## src/rtl/btb_upd_ctrl_if.sv

```systemverilog
`default_nettype none
// ============================================================================
// Module   : btb_upd_ctrl_if
// Brief    : Branch-resolution update channel and BTB write-port bundle.
// Revision : 1.0 - initial release
// ============================================================================
interface btb_upd_ctrl_if #(
    parameter int INDEX_WIDTH = 8
);
    logic                   upd_valid;
    logic                   upd_ready;
    logic [31:0]            upd_pc;
    logic [31:0]            upd_tpc;
    logic                   upd_taken;
    logic                   upd_add_fail;
    logic                   upd_dir_fail;
    logic                   btb_we;
    logic [INDEX_WIDTH-1:0] btb_widx;
    logic [31:0]            btb_wdata;
    logic                   btb_wvld;

    // Execute side produces results and observes the BTB write port.
    modport master (
        output upd_valid, upd_pc, upd_tpc, upd_taken, upd_add_fail, upd_dir_fail,
        input  upd_ready, btb_we, btb_widx, btb_wdata, btb_wvld
    );

    modport slave (
        input  upd_valid, upd_pc, upd_tpc, upd_taken, upd_add_fail, upd_dir_fail,
        output upd_ready, btb_we, btb_widx, btb_wdata, btb_wvld
    );
endinterface
`default_nettype wire

```

## src/rtl/btb_upd_ctrl.sv

```systemverilog
`default_nettype none
// ============================================================================
// Module   : btb_upd_ctrl
// Brief    : BTB write-side controller: coalescing update queue plus flush sweep.
// Revision : 1.0 - initial release
// ============================================================================
module btb_upd_ctrl #(
    parameter int INDEX_WIDTH = 8,
    parameter int QDEPTH      = 4
) (
    input  wire logic         clk,
    input  wire logic         rst,
    btb_upd_ctrl_if.slave     bus,
    input  wire logic         flush_req,
    output logic              flush_busy,
    output logic [15:0]       coal_cnt
);
    localparam int c_PW = (QDEPTH > 1) ? $clog2(QDEPTH) : 1;
    localparam logic [c_PW:0] c_FULL = (c_PW + 1)'(QDEPTH);
    localparam logic [c_PW:0] c_ONE  = (c_PW + 1)'(1);
    localparam logic [INDEX_WIDTH:0] c_SWEEP_END = {1'b1, {INDEX_WIDTH{1'b0}}};

    localparam logic [1:0] c_IDLE  = 2'd0;
    localparam logic [1:0] c_DRAIN = 2'd1;
    localparam logic [1:0] c_SWEEP = 2'd2;

    logic [1:0]             r_state,  w_nxt_state;
    logic [c_PW:0]          r_count,  w_nxt_count;
    logic [c_PW-1:0]        r_head,   w_nxt_head;
    logic [c_PW-1:0]        r_tail,   w_nxt_tail;
    logic [INDEX_WIDTH:0]   r_sweep,  w_nxt_sweep;
    logic                   r_we,     w_nxt_we;
    logic [INDEX_WIDTH-1:0] r_widx,   w_nxt_widx;
    logic [31:0]            r_wdata,  w_nxt_wdata;
    logic                   r_wvld,   w_nxt_wvld;
    logic                   r_flush_busy;
    logic [15:0]            r_coal;

    logic [INDEX_WIDTH-1:0] r_q_idx  [QDEPTH];
    logic [31:0]            r_q_data [QDEPTH];
    logic                   r_q_vld  [QDEPTH];

    logic                   w_full;
    logic                   w_accept;
    logic                   w_worthy;
    logic                   w_pop;
    logic                   w_coal;
    logic                   w_bypass;
    logic                   w_enq;
    logic [INDEX_WIDTH-1:0] w_uidx;
    logic [c_PW-1:0]        w_tail_last;
    logic                   w_unused_pc;

    assign w_full      = (r_count == c_FULL);
    assign w_uidx      = bus.upd_pc[INDEX_WIDTH+2:3];
    assign w_unused_pc = ^{bus.upd_pc[31:INDEX_WIDTH+3], bus.upd_pc[2:0]};
    assign w_tail_last = r_tail - c_PW'(1);

    assign bus.upd_ready = !w_full && (r_state != c_SWEEP) && !flush_req;
    assign w_accept      = bus.upd_valid && bus.upd_ready;
    assign w_worthy      = w_accept && (bus.upd_add_fail || bus.upd_dir_fail);
    assign w_pop         = (r_count != '0) && !flush_req && (r_state != c_SWEEP);

    // The tail may only absorb a push when it is not also the entry leaving this cycle.
    assign w_coal   = w_worthy && (r_count > c_ONE) && (r_q_idx[w_tail_last] == w_uidx);
    assign w_bypass = w_worthy && (r_count == '0);
    assign w_enq    = w_worthy && !w_coal && !w_bypass;

    always_comb begin
        w_nxt_state = r_state;
        w_nxt_count = r_count;
        w_nxt_head  = r_head;
        w_nxt_tail  = r_tail;
        w_nxt_sweep = r_sweep;
        w_nxt_we    = 1'b0;
        w_nxt_widx  = r_widx;
        w_nxt_wdata = r_wdata;
        w_nxt_wvld  = r_wvld;

        if (flush_req) begin
            w_nxt_state = c_SWEEP;
            w_nxt_count = '0;
            w_nxt_head  = '0;
            w_nxt_tail  = '0;
            w_nxt_we    = 1'b1;
            w_nxt_widx  = '0;
            w_nxt_wdata = '0;
            w_nxt_wvld  = 1'b0;
            w_nxt_sweep = (INDEX_WIDTH + 1)'(1);
        end else if (r_state == c_SWEEP) begin
            if (r_sweep == c_SWEEP_END) begin
                w_nxt_state = c_IDLE;
            end else begin
                w_nxt_we    = 1'b1;
                w_nxt_widx  = r_sweep[INDEX_WIDTH-1:0];
                w_nxt_wdata = '0;
                w_nxt_wvld  = 1'b0;
                w_nxt_sweep = r_sweep + (INDEX_WIDTH + 1)'(1);
            end
        end else begin
            if (w_pop) begin
                w_nxt_we    = 1'b1;
                w_nxt_widx  = r_q_idx[r_head];
                w_nxt_wdata = r_q_data[r_head];
                w_nxt_wvld  = r_q_vld[r_head];
                w_nxt_head  = r_head + c_PW'(1);
            end else if (w_bypass) begin
                // Empty queue: the result goes straight to the write register.
                w_nxt_we    = 1'b1;
                w_nxt_widx  = w_uidx;
                w_nxt_wdata = bus.upd_tpc;
                w_nxt_wvld  = bus.upd_taken;
            end
            if (w_enq) begin
                w_nxt_tail = r_tail + c_PW'(1);
            end
            w_nxt_count = r_count + (c_PW + 1)'(w_enq) - (c_PW + 1)'(w_pop);
            w_nxt_state = (w_nxt_count != '0) ? c_DRAIN : c_IDLE;
        end
    end

    always_ff @(posedge clk) begin
        if (rst) begin
            r_state      <= c_IDLE;
            r_count      <= '0;
            r_head       <= '0;
            r_tail       <= '0;
            r_sweep      <= '0;
            r_we         <= 1'b0;
            r_widx       <= '0;
            r_wdata      <= '0;
            r_wvld       <= 1'b0;
            r_flush_busy <= 1'b0;
            r_coal       <= '0;
        end else begin
            r_state      <= w_nxt_state;
            r_count      <= w_nxt_count;
            r_head       <= w_nxt_head;
            r_tail       <= w_nxt_tail;
            r_sweep      <= w_nxt_sweep;
            r_we         <= w_nxt_we;
            r_widx       <= w_nxt_widx;
            r_wdata      <= w_nxt_wdata;
            r_wvld       <= w_nxt_wvld;
            r_flush_busy <= (w_nxt_state == c_SWEEP);
            if (w_coal && (r_coal != 16'hFFFF)) begin
                r_coal <= r_coal + 16'd1;
            end
        end
    end

    always_ff @(posedge clk) begin
        if (w_enq) begin
            r_q_idx[r_tail]  <= w_uidx;
            r_q_data[r_tail] <= bus.upd_tpc;
            r_q_vld[r_tail]  <= bus.upd_taken;
        end
        if (w_coal) begin
            r_q_data[w_tail_last] <= bus.upd_tpc;
            r_q_vld[w_tail_last]  <= bus.upd_taken;
        end
    end

    assign bus.btb_we    = r_we;
    assign bus.btb_widx  = r_widx;
    assign bus.btb_wdata = r_wdata;
    assign bus.btb_wvld  = r_wvld;
    assign flush_busy    = r_flush_busy;
    assign coal_cnt      = r_coal;
endmodule
`default_nettype wire
```

## src/flat_wrapper.sv

```systemverilog
// flat-port wrapper written by rule: the top's interface ports become plain ports
module btb_upd_ctrl_flat 
#(
    parameter int INDEX_WIDTH = 8,
    parameter int QDEPTH      = 4
)
  (clk, rst, flush_req, flush_busy, coal_cnt, bus_upd_valid, bus_upd_pc, bus_upd_tpc, bus_upd_taken, bus_upd_add_fail, bus_upd_dir_fail, bus_upd_ready, bus_btb_we, bus_btb_widx, bus_btb_wdata, bus_btb_wvld);
  btb_upd_ctrl_if #(.INDEX_WIDTH(INDEX_WIDTH)) bus_i ();
  input  wire logic clk;
  input  wire logic rst;
  input  wire logic flush_req;
  output logic flush_busy;
  output logic [15:0] coal_cnt;
  input wire logic [$bits(bus_i.upd_valid)-1:0] bus_upd_valid;
  input wire logic [$bits(bus_i.upd_pc)-1:0] bus_upd_pc;
  input wire logic [$bits(bus_i.upd_tpc)-1:0] bus_upd_tpc;
  input wire logic [$bits(bus_i.upd_taken)-1:0] bus_upd_taken;
  input wire logic [$bits(bus_i.upd_add_fail)-1:0] bus_upd_add_fail;
  input wire logic [$bits(bus_i.upd_dir_fail)-1:0] bus_upd_dir_fail;
  output wire logic [$bits(bus_i.upd_ready)-1:0] bus_upd_ready;
  output wire logic [$bits(bus_i.btb_we)-1:0] bus_btb_we;
  output wire logic [$bits(bus_i.btb_widx)-1:0] bus_btb_widx;
  output wire logic [$bits(bus_i.btb_wdata)-1:0] bus_btb_wdata;
  output wire logic [$bits(bus_i.btb_wvld)-1:0] bus_btb_wvld;
  assign bus_i.upd_valid = bus_upd_valid;
  assign bus_i.upd_pc = bus_upd_pc;
  assign bus_i.upd_tpc = bus_upd_tpc;
  assign bus_i.upd_taken = bus_upd_taken;
  assign bus_i.upd_add_fail = bus_upd_add_fail;
  assign bus_i.upd_dir_fail = bus_upd_dir_fail;
  assign bus_upd_ready = bus_i.upd_ready;
  assign bus_btb_we = bus_i.btb_we;
  assign bus_btb_widx = bus_i.btb_widx;
  assign bus_btb_wdata = bus_i.btb_wdata;
  assign bus_btb_wvld = bus_i.btb_wvld;
  btb_upd_ctrl #(.INDEX_WIDTH(INDEX_WIDTH), .QDEPTH(QDEPTH)) u_core (.clk(clk), .rst(rst), .bus(bus_i), .flush_req(flush_req), .flush_busy(flush_busy), .coal_cnt(coal_cnt));
endmodule
```

## config.mk

```make
export PLATFORM = sky130hd
export DESIGN_NAME = btb_upd_ctrl_flat
export DESIGN_NICKNAME = d
export VERILOG_FILES = /design/src/rtl/btb_upd_ctrl_if.sv /design/src/rtl/btb_upd_ctrl.sv /design/src/flat_wrapper.sv
export SDC_FILE = /design/constraint.sdc
export NUM_CORES = 1
export LEC_CHECK = 0
export ABC_CLOCK_PERIOD_IN_PS = 6800
export CORE_UTILIZATION = 55
export CTS_CLUSTER_DIAMETER = 40
export DETAILED_ROUTE_END_ITERATION = 6
export PLACE_DENSITY = 0.88
export SLEW_MARGIN = 10
export SYNTH_ARGS = -nofsm -noshare
export SYNTH_HDL_FRONTEND = slang
export SYNTH_SLANG_ARGS = --single-unit
export TNS_END_PERCENT = 100
```

## constraint.sdc

```tcl
create_clock -name clk -period 6.8 [get_ports clk]
set_input_delay 1.7 -clock clk [delete_from_list [all_inputs] [get_ports clk]]
set_output_delay 1.7 -clock clk [all_outputs]
set_load 0.05 [all_outputs]
```

==> results of run 1 <==
## kinds of logic (layout without fill, tap and decap cells)
| logic type | count (synthesis) | after routing | share of synthesized area (%) |
|---|---|---|---|
| AOI/OAI and AO/OA | 91 | 91 | 6.421 |
| xor gates and xnor gates | 26 | 26 | 2.273 |
| adders and majority gates | 11 | 11 | 1.449 |
| buffers and inverters | 64 | 190 | 2.486 |
| DFF | 243 | 243 | 64.96 |
| muxes | 58 | 58 | 11.69 |
| and+or+nand+nor | 227 | 227 | 10.72 |
## cells in the mapped netlist (7+ instances only)
library cell and n:
dfxtp_1 79, clkbuf_1 42, nand2_1 62, xor2_1 16, nand3_1 42, a21oi_1 22
or3_1 10, o21ai_0 18, xnor2_1 10, mux4_2 42, ha_1 10, mux2i_1 9
nand4_1 16, edfxtp_1 164, inv_1 16, a311oi_1 35, nor2_1 65, and3_1 7
## path summary, 6_finish.rpt
kind                                from  cells past startpoint  slack (ps)                endpoint
setup / recovery               flush_req                      3        1730           bus_upd_ready
hold / removal    u_core.bus.btb_widx[3]                      2         480  u_core.bus.btb_widx[3]
setup reg to reg        u_core.r_tail[0]                     11        2000  u_core.r_q_data[0][22]
hold reg to reg   u_core.bus.btb_widx[3]                      2         480  u_core.bus.btb_widx[3]
## metrics by stage
step                      worst slack, ps  power (mW)
after floorplan                     916.1       1.738
after global placement               1724       1.821
after detailed placement             1686       1.827
after CTS                            1734       3.423
after global routing                 1688       3.500
final                                1732       3.408
## cell type report
class                   count  area, um^2  area share, %
multi-input cells         413        3314          26.83
flip-flops and latches    243        6509          52.69
repair buffers            119        1159          9.380
clock buffers              41       843.3          6.827
well taps                 225       281.5          2.279
clock inverters            14       185.2          1.499
inverters                  16       60.06         0.4862
## worst min-delay path: stages, from the launching register on
cell and delay (ps):
dfxtp_1 330, nand2_1 60, a21oi_1 50
## routing by layer
metal	vias to the layer above	track usage, %
met4	0	10.38
li1	2966	-
met3	63	4.000
met1	3294	32.10
met2	330	42.34
met5	-	0
## power by group
part,total (mW),switching (mW),internal (mW)
combinational,0.201,0.131,0.0698
sequential,1.60,0.00932,1.59
clock,1.61,0.615,0.993
## registers in the layout, summed over array words and instances (netlist names), 2 cells and up, named ones only
register and flops:
u_core.r_state 2, u_core.r_tail 2, u_core.bus.btb_widx 8, u_core.coal_cnt 16, u_core.r_q_idx 32, u_core.r_sweep 9, u_core.bus.btb_wdata 32, u_core.r_q_vld 4
u_core.r_count 3, u_core.r_head 2, u_core.r_q_data 128
==> impl_metrics.env, run 1 <==
export IMPL_status="complete, no violations"
export IMPL_synth_top_cell_by_area="edfxtp_1"
export IMPL_io_pins=131
export IMPL_synth_top_cell_area_share_pct=49.17
export IMPL_crit_family="buffers and inverters"
export IMPL_cts_tree="yes"
export IMPL_power_density_mw_per_mm2=275.9
export IMPL_holdCritPathClass="flop to flop"
export IMPL_finalSetupTns_ps=0
export IMPL_final_common_cell="edfxtp_1"
export IMPL_criticalPathCategory="primary input to output pin"
export IMPL_fin_crit_sh_pct=74.53
export IMPL_fmax_mhz=197.3
export IMPL_htree_levels=1
export IMPL_port_buffers=106
export IMPL_grt_pass1_vias=6511
export IMPL_min_period_ps=5068
export IMPL_rows=48
export IMPL_crit_path_frequent_cell="clkdlybuf4s50_1"
export IMPL_synth_area_leaders="edfxtp_1 (49%), dfxtp_1 (16%), mux4_2 (9.4%), a311oi_1 (3.1%), nor2_1 (2.4%)"
export IMPL_route_detailed_drc=0
export IMPL_whs_ps=483.6
export IMPL_cts_sinks=243
export IMPL_maxCapViolations=0
export IMPL_gp_congestion=0.8130
export IMPL_drt_met1_wl_um=8890
export IMPL_dpl_cell_count=1016
export IMPL_path_clk_slew_ps=50
export IMPL_n_antenna_cell=0
export IMPL_syn_area_mm2=0.01002
export IMPL_slew_headroom_pct=22.36
export IMPL_track_usage_pct=25.00
export IMPL_syn_inst=720
export IMPL_cts_root_buf="clkbuf_16"
export IMPL_die_h_um=136.9
export IMPL_top_layer="met4"
export IMPL_cts_made_buffers=30
export IMPL_max_stage_delay_ps=840
export IMPL_final_area_mm2=0.01235
export IMPL_routed_wirelength_um=22860
export IMPL_cp_start_kind="primary input"
export IMPL_required_ps=5100
export IMPL_grt_overflow=0
export IMPL_die_w_um=136.9
export IMPL_ir_drop_uv=239.6
export IMPL_num_vias=6653
export IMPL_critPathSlowestCell="clkdlybuf4s50_1"
export IMPL_placed_area_mm2=0.01132
export IMPL_drive_above_1_share_pct=14.42
export IMPL_yosysUniqueCellTypes=45
export IMPL_grt_first_pass_wirelength_um=35160
export IMPL_synth_avg_cell_area_um2=13.91
export IMPL_yosys_most_used_dff="edfxtp_1"
export IMPL_core_mm2=0.01754
export IMPL_cp_buffers_inverters=2
export IMPL_postLayoutCoreUtil_pct=70.43
export IMPL_die_area_mm2=0.01875
export IMPL_tightest_slew_ps=1165
export IMPL_ys_ff_latch=243
export IMPL_synth_edf_count=164
export IMPL_final_cells=1071
export IMPL_wl_per_cell_um=21.34
export IMPL_grt_antenna_before_repair=0
export IMPL_clock_latency_ps=540
export IMPL_wl_met2_um=11520
export IMPL_fin_skew_ps=19.11
export IMPL_slew_violations=0
export IMPL_setup_viol=0
export IMPL_n_fill_cell=1110
export IMPL_hold_violations=0
export IMPL_fin_nets=905
export IMPL_synth_nets=802
export IMPL_hold_buffers=0
export IMPL_start_util_pct=57.11
export IMPL_cp_cell_sequence="clkdlybuf4s50_1 > a211oi_1 > clkdlybuf4s50_1"
export IMPL_grt_max_degree=53
export IMPL_clk_path_buf_depth=3
export IMPL_cp_data_arrival_time_ps=3370
export IMPL_syn2layout_area_growth_pct=23.32
export IMPL_cts_resized=0
export IMPL_p_leak_nw=3.976
export IMPL_wl_met3_um=1756
export IMPL_end_kind="output pin"
export IMPL_dp_hpwl_um=13210
export IMPL_rsz0062_at_grt="false"
export IMPL_yosys_warnings=0
export IMPL_first_iter_violations=540
export IMPL_async_flop_share_pct=0
export IMPL_yosysSeqAreaShare_pct=64.96
export IMPL_critPathMaxFanout=9
export IMPL_firstDrtPassIters=5
export IMPL_drt_vias_per_instance=6.212
export IMPL_antenna_left=0
export IMPL_post_cts_buffers=0
export IMPL_final_cell_mix="edfxtp_1 (164), clkdlybuf4s50_1 (106), dfxtp_1 (77), nor2_1 (65), nand2_1 (62)"
(Power assumes the default switching activity.)
==> inputs of run 2 (changes only) <==
--- a/config.mk
+++ b/config.mk
@@ -5,11 +5,11 @@
 export SDC_FILE = /design/constraint.sdc
 export NUM_CORES = 1
 export LEC_CHECK = 0
-export ABC_CLOCK_PERIOD_IN_PS = 6800
-export CORE_UTILIZATION = 55
+export ABC_CLOCK_PERIOD_IN_PS = 4300
+export CORE_UTILIZATION = 50
 export CTS_CLUSTER_DIAMETER = 40
 export DETAILED_ROUTE_END_ITERATION = 6
-export PLACE_DENSITY = 0.88
+export PLACE_DENSITY = 0.84
 export SLEW_MARGIN = 10
 export SYNTH_ARGS = -nofsm -noshare
 export SYNTH_HDL_FRONTEND = slang
==> constraint.sdc (replaced) <==
create_clock -name clk -period 4.3 [get_ports clk]
set_input_delay 1.075 -clock clk [delete_from_list [all_inputs] [get_ports clk]]
set_output_delay 1.075 -clock clk [all_outputs]
set_load 0.05 [all_outputs]
==> impl_metrics.env, run 2 (same netlist as run 1, synthesis figures left out) <==
export IMPL_dpl_cell_count=1062
export IMPL_die_h_um=143.5
export IMPL_seq_area_mm2=0.006509
export IMPL_largest_reg_flops=128
export IMPL_hold_buffers=0
export IMPL_reg2reg_from="u_core.r_tail[1]"
export IMPL_core_mm2=0.01953
export IMPL_maxCapViolations=0
export IMPL_min_path_cells=2
export IMPL_final_area_mm2=0.01254
export IMPL_holdPathEnd="u_core.r_count[0]"
export IMPL_start_util_pct=51.29
export IMPL_n_fill_cell=1473
export IMPL_grt_first_pass_wirelength_um=35010
export IMPL_die_w_um=143.5
export IMPL_syn2layout_area_growth_pct=25.25
export IMPL_top_register="u_core.r_q_data"
export IMPL_cts_root_buf="clkbuf_16"
export IMPL_route_detailed_drc=0
export IMPL_power_density_mw_per_mm2=435.9
export IMPL_postLayoutCoreUtil_pct=64.24
export IMPL_io_pins=131
export IMPL_routed_wirelength_um=22260
export IMPL_firstDrtPassIters=5
export IMPL_rr_worst_depth=13
export IMPL_end_kind="output pin"
export IMPL_grt_max_degree=53
export IMPL_path_clk_slew_ps=60
export IMPL_clk_path_buf_depth=3
export IMPL_drive_above_1_share_pct=15.36
export IMPL_slew_violations=0
export IMPL_num_vias=6553
export IMPL_tightest_slew_ps=1283
export IMPL_critPathMaxFanout=9
export IMPL_cp_cell_sequence="clkdlybuf4s50_1 > a211oi_1 > clkdlybuf4s50_1"
export IMPL_cts_tree="yes"
export IMPL_setup_viol=0
export IMPL_cts_resized=0
export IMPL_status="complete, no violations"
export IMPL_fmax_mhz=263.1
export IMPL_cts_made_buffers=30
export IMPL_antenna_left=0
export IMPL_drt_vias_per_instance=5.861
export IMPL_n_antenna_cell=0
export IMPL_grt_overflow=0
export IMPL_final_common_cell="edfxtp_1"
export IMPL_clock_latency_ps=540
export IMPL_ir_drop_uv=381.9
export IMPL_post_cts_buffers=0
export IMPL_min_period_ps=3800
export IMPL_final_cells=1118
export IMPL_wl_per_cell_um=19.91
export IMPL_final_cell_mix="edfxtp_1 (164), clkdlybuf4s50_1 (106), dfxtp_1 (77), nor2_1 (65), nand2_1 (62)"
export IMPL_criticalPathCategory="primary input to output pin"
export IMPL_hold_violations=0
export IMPL_grt_pass1_vias=6466
export IMPL_slew_headroom_pct=13.95
export IMPL_track_usage_pct=22.32
export IMPL_critPathSlowestCell="clkdlybuf4s50_1"
export IMPL_rrSetupSlack_ps=630
export IMPL_first_iter_violations=433
export IMPL_gp_congestion=0.8196
export IMPL_hold_start="u_core.r_count[0]"
export IMPL_multi_input_area_mm2=0.003314
export IMPL_p_leak_nw=4.043
export IMPL_fin_crit_sh_pct=88.38
export IMPL_fin_nets=911
export IMPL_rows=51
export IMPL_cp_data_arrival_time_ps=2730
export IMPL_holdCritPathClass="flop to flop"
export IMPL_fin_skew_ps=10.76
export IMPL_die_area_mm2=0.02060
export IMPL_placed_area_mm2=0.01147
export IMPL_dp_hpwl_um=13450
export IMPL_crit_path_frequent_cell="clkdlybuf4s50_1"
export IMPL_r2r_end="u_core.r_state[0]"
export IMPL_cp_start_kind="primary input"
export IMPL_required_ps=3220
export IMPL_port_buffers=106
export IMPL_grt_antenna_before_repair=0
export IMPL_max_stage_delay_ps=830
export IMPL_rsz0062_at_grt="false"
export IMPL_htree_levels=1
export IMPL_finalPower_mw=5.468
export IMPL_cts_sinks=243
[run 2: changes by cell type in the layout (fill, tap and decap cells not counted), sizes merged]
| cell | change |
|---|---|
| buf | +6 |
| bufinv | +2 |
| inv | -3 |
| clkbuf | -6 |
| clkinv | +7 |
| clkinvlp | +1 |
[run 2: cell type report]
class / instances / area share, %
clock buffer: 35 / 6.294
clock inverter: 21 / 2.284
inverter: 16 / 0.4788
multi-input combinational: 413 / 26.42
sequential: 243 / 51.89
tap: 265 / 2.643
timing repair buffer: 125 / 9.994
[run 2: how the worst max path moves through the flow]
stage	cells after the start	start	to
2_1_floorplan	12	u_core.r_tail[0]	u_core.r_q_data[2][0]
3_3_place_gp	12	bus_upd_dir_fail	u_core.r_state[0]
3_5_place_dp	12	bus_upd_valid	u_core.r_state[0]
4_1_cts	3	flush_req	bus_upd_ready
5_1_grt	13	u_core.r_tail[1]	u_core.r_state[0]
6_report	3	flush_req	bus_upd_ready
[run 2: where the power goes]
part,internal (mW),switching (mW),leakage [nW]
clock network,1.64,0.983,0.519
logic,0.115,0.204,1.41
registers,2.51,0.0157,2.12
total,4.27,1.20,4.04
[run 2: metal layers]
layer  routed length (um)  vias up  track usage (%)
li1                     -     2985                -
met5                    0        -                0
met3                 1425       32            3.266
met1                 9157     3285            29.08
met4                  393        0            6.439
met2                11280      251            38.86
[run 2: stage by stage]
stage	setup slack [ps]	TNS (ps)	hold WS [ps]
4_1_cts	501.4	0	490.3
3_3_place_gp	451.6	0	477.3
6_report	499.6	0	490.8
3_5_place_dp	410.3	0	481.5
5_1_grt	344.7	0	512.8
2_1_floorplan	-418.5	-43730	457.5
[run 2: critical path: cells and delay by family]
| kind | cells | cell delay [ps] |
|---|---|---|
| buffers and inverters | 2 | 1410 |
| AO/OA/AOI/OAI | 1 | 240 |
==> inputs of run 3 (changes only) <==
--- a/config.mk
+++ b/config.mk
@@ -6,7 +6,9 @@
 export NUM_CORES = 1
 export LEC_CHECK = 0
 export ABC_CLOCK_PERIOD_IN_PS = 4300
-export CORE_UTILIZATION = 50
+export CELL_PAD_IN_SITES_DETAIL_PLACEMENT = 1
+export CELL_PAD_IN_SITES_GLOBAL_PLACEMENT = 1
+export CORE_UTILIZATION = 41
 export CTS_CLUSTER_DIAMETER = 40
 export DETAILED_ROUTE_END_ITERATION = 6
 export PLACE_DENSITY = 0.84
==> impl_metrics.env, run 3 (same netlist as run 1, synthesis figures left out) <==
export IMPL_status="complete, no violations"
export IMPL_hold_buffers=0
export IMPL_antenna_left=0
export IMPL_cts_root_buf="clkbuf_16"
export IMPL_cts_resized=0
export IMPL_drt_vias_per_instance=5.686
export IMPL_clock_latency_ps=510
export IMPL_slew_violations=0
export IMPL_top_register="u_core.r_q_data"
export IMPL_setup_viol=0
export IMPL_gp_congestion=0.7800
export IMPL_setup_ws_ps=546.1
export IMPL_n_antenna_cell=0
export IMPL_grt_first_pass_wirelength_um=41770
export IMPL_fin_skew_ps=17.70
export IMPL_syn2layout_area_growth_pct=27.92
export IMPL_required_ps=4730
export IMPL_dpl_cell_count=1121
export IMPL_n_fill_cell=2364
export IMPL_slew_headroom_pct=18.79
export IMPL_cts_tree="yes"
export IMPL_wl_per_cell_um=22.70
export IMPL_start_util_pct=42.29
export IMPL_final_area_mm2=0.01281
export IMPL_rr_worst_depth=13
export IMPL_fin_nets=922
export IMPL_final_common_cell="edfxtp_1"
export IMPL_cp_data_arrival_time_ps=4180
export IMPL_hold_violations=0
export IMPL_fin_crit_sh_pct=87.30
export IMPL_dp_slack_ps=175.6
export IMPL_hold_start="u_core.bus.btb_wdata[27]"
export IMPL_route_detailed_drc=0
export IMPL_clk_path_buf_depth=3
export IMPL_io_pins=131
export IMPL_grt_max_degree=41
export IMPL_die_w_um=158.3
export IMPL_tightest_slew_ps=1211
export IMPL_holdPathEnd="u_core.bus.btb_wdata[27]"
export IMPL_cp_cell_sequence="inv_1 > ha_1 > buf_4 > mux4_1 > xnor2_1 > and4b_1 > nand2_1 > and2_1 > ha_1 > fa_1 > xnor2_1 > nand2_1 > a21oi_1"
export IMPL_multi_input_area_mm2=0.003314
export IMPL_core_mm2=0.02368
export IMPL_grt_antenna_before_repair=0
export IMPL_cp_start_kind="flop"
export IMPL_power_density_mw_per_mm2=451.9
export IMPL_whs_ps=501.6
export IMPL_grt_overflow=0
export IMPL_seq_area_mm2=0.006509
export IMPL_track_usage_pct=22.33
export IMPL_path_clk_slew_ps=50
export IMPL_largest_reg_flops=128
export IMPL_holdCritPathClass="flop to flop"
export IMPL_end_kind="flop"
export IMPL_grt_pass1_vias=7377
export IMPL_p_leak_nw=4.140
export IMPL_port_buffers=106
export IMPL_post_cts_buffers=0
export IMPL_first_iter_violations=472
export IMPL_r2r_end="u_core.r_count[2]"
export IMPL_drive_above_1_share_pct=16.71
export IMPL_dp_hpwl_um=16920
export IMPL_firstDrtPassIters=5
export IMPL_die_area_mm2=0.02506
export IMPL_ir_drop_uv=366.3
export IMPL_cts_sinks=243
export IMPL_num_vias=6749
export IMPL_final_cell_mix="edfxtp_1 (164), clkdlybuf4s50_1 (105), dfxtp_1 (77), nor2_1 (65), nand2_1 (62)"
export IMPL_criticalPathCategory="flop to flop"
export IMPL_max_stage_delay_ps=430
export IMPL_fmax_mhz=266.4
export IMPL_routed_wirelength_um=26940
export IMPL_cts_made_buffers=36
export IMPL_final_cells=1187
export IMPL_placed_area_mm2=0.01160
export IMPL_reg2reg_from="u_core.r_tail[1]"
export IMPL_critPathMaxFanout=8
export IMPL_min_path_cells=2
export IMPL_rsz0062_at_grt="false"
export IMPL_min_period_ps=3754
export IMPL_critPathSlowestCell="dfxtp_1"
export IMPL_htree_levels=2
export IMPL_rows=56
export IMPL_die_h_um=158.3
export IMPL_maxCapViolations=0
export IMPL_rrSetupSlack_ps=550
==> run 3: how the worst max path moves through the flow <==
| stage | from | to | slack (ps) | cells past startpoint |
|---|---|---|---|---|
| detailed placement | bus_upd_dir_fail | u_core.r_state[0] | 180 | 12 |
| floorplan | u_core.r_tail[0] | u_core.r_q_data[2][0] | -420 | 12 |
| finish | u_core.r_tail[1] | u_core.r_count[2] | 550 | 13 |
| CTS | u_core.r_tail[0] | u_core.r_state[0] | 590 | 13 |
| global placement | bus_upd_dir_fail | u_core.r_count[2] | 320 | 12 |
| global route | u_core.r_tail[1] | u_core.r_count[2] | 270 | 13 |
==> run 3: stage by stage <==
step                      power (mW)  setup TNS, ps  utilization, %
after floorplan                2.748         -43730               -
after global placement         2.896              0           48.96
after detailed placement       2.911              0           48.96
after CTS                      5.844              0           54.10
after global routing           5.958              0           54.10
final                          5.790              0           54.10
==> run 3: final cells by class <==
class	count	area share [%]
flip-flops and latches	243	50.80
multi-input cells	413	25.87
repair buffers	130	10.25
clock buffers	42	7.529
well taps	319	3.115
clock inverters	24	1.963
inverters	16	0.4687
==> run 3: metal layers <==
layer	vias up	routed length [um]	GRT usage (%)
li1	3007	-	-
met5	-	0	0
met3	43	1551	3.811
met1	3477	10850	27.05
met4	0	454	6.502
met2	222	14080	40.58
==> run 3: critical path, delay by kind of cell, from the launching register on <==
kind                       cells  cell delay, ps
adders and majority gates      3             980
and+or+nand+nor                4             780
xor gates and xnor gates       2             630
DFF                            1             430
buffers and inverters          2             380
muxes                          1             310
AOI/OAI and AO/OA              1             160
==> run 3: report_power, final <==
part	total (mW)	internal, mW	switching [mW]
Clock	2.92	1.82	1.10
Sequential	2.53	2.51	0.0157
Combinational	0.335	0.119	0.217
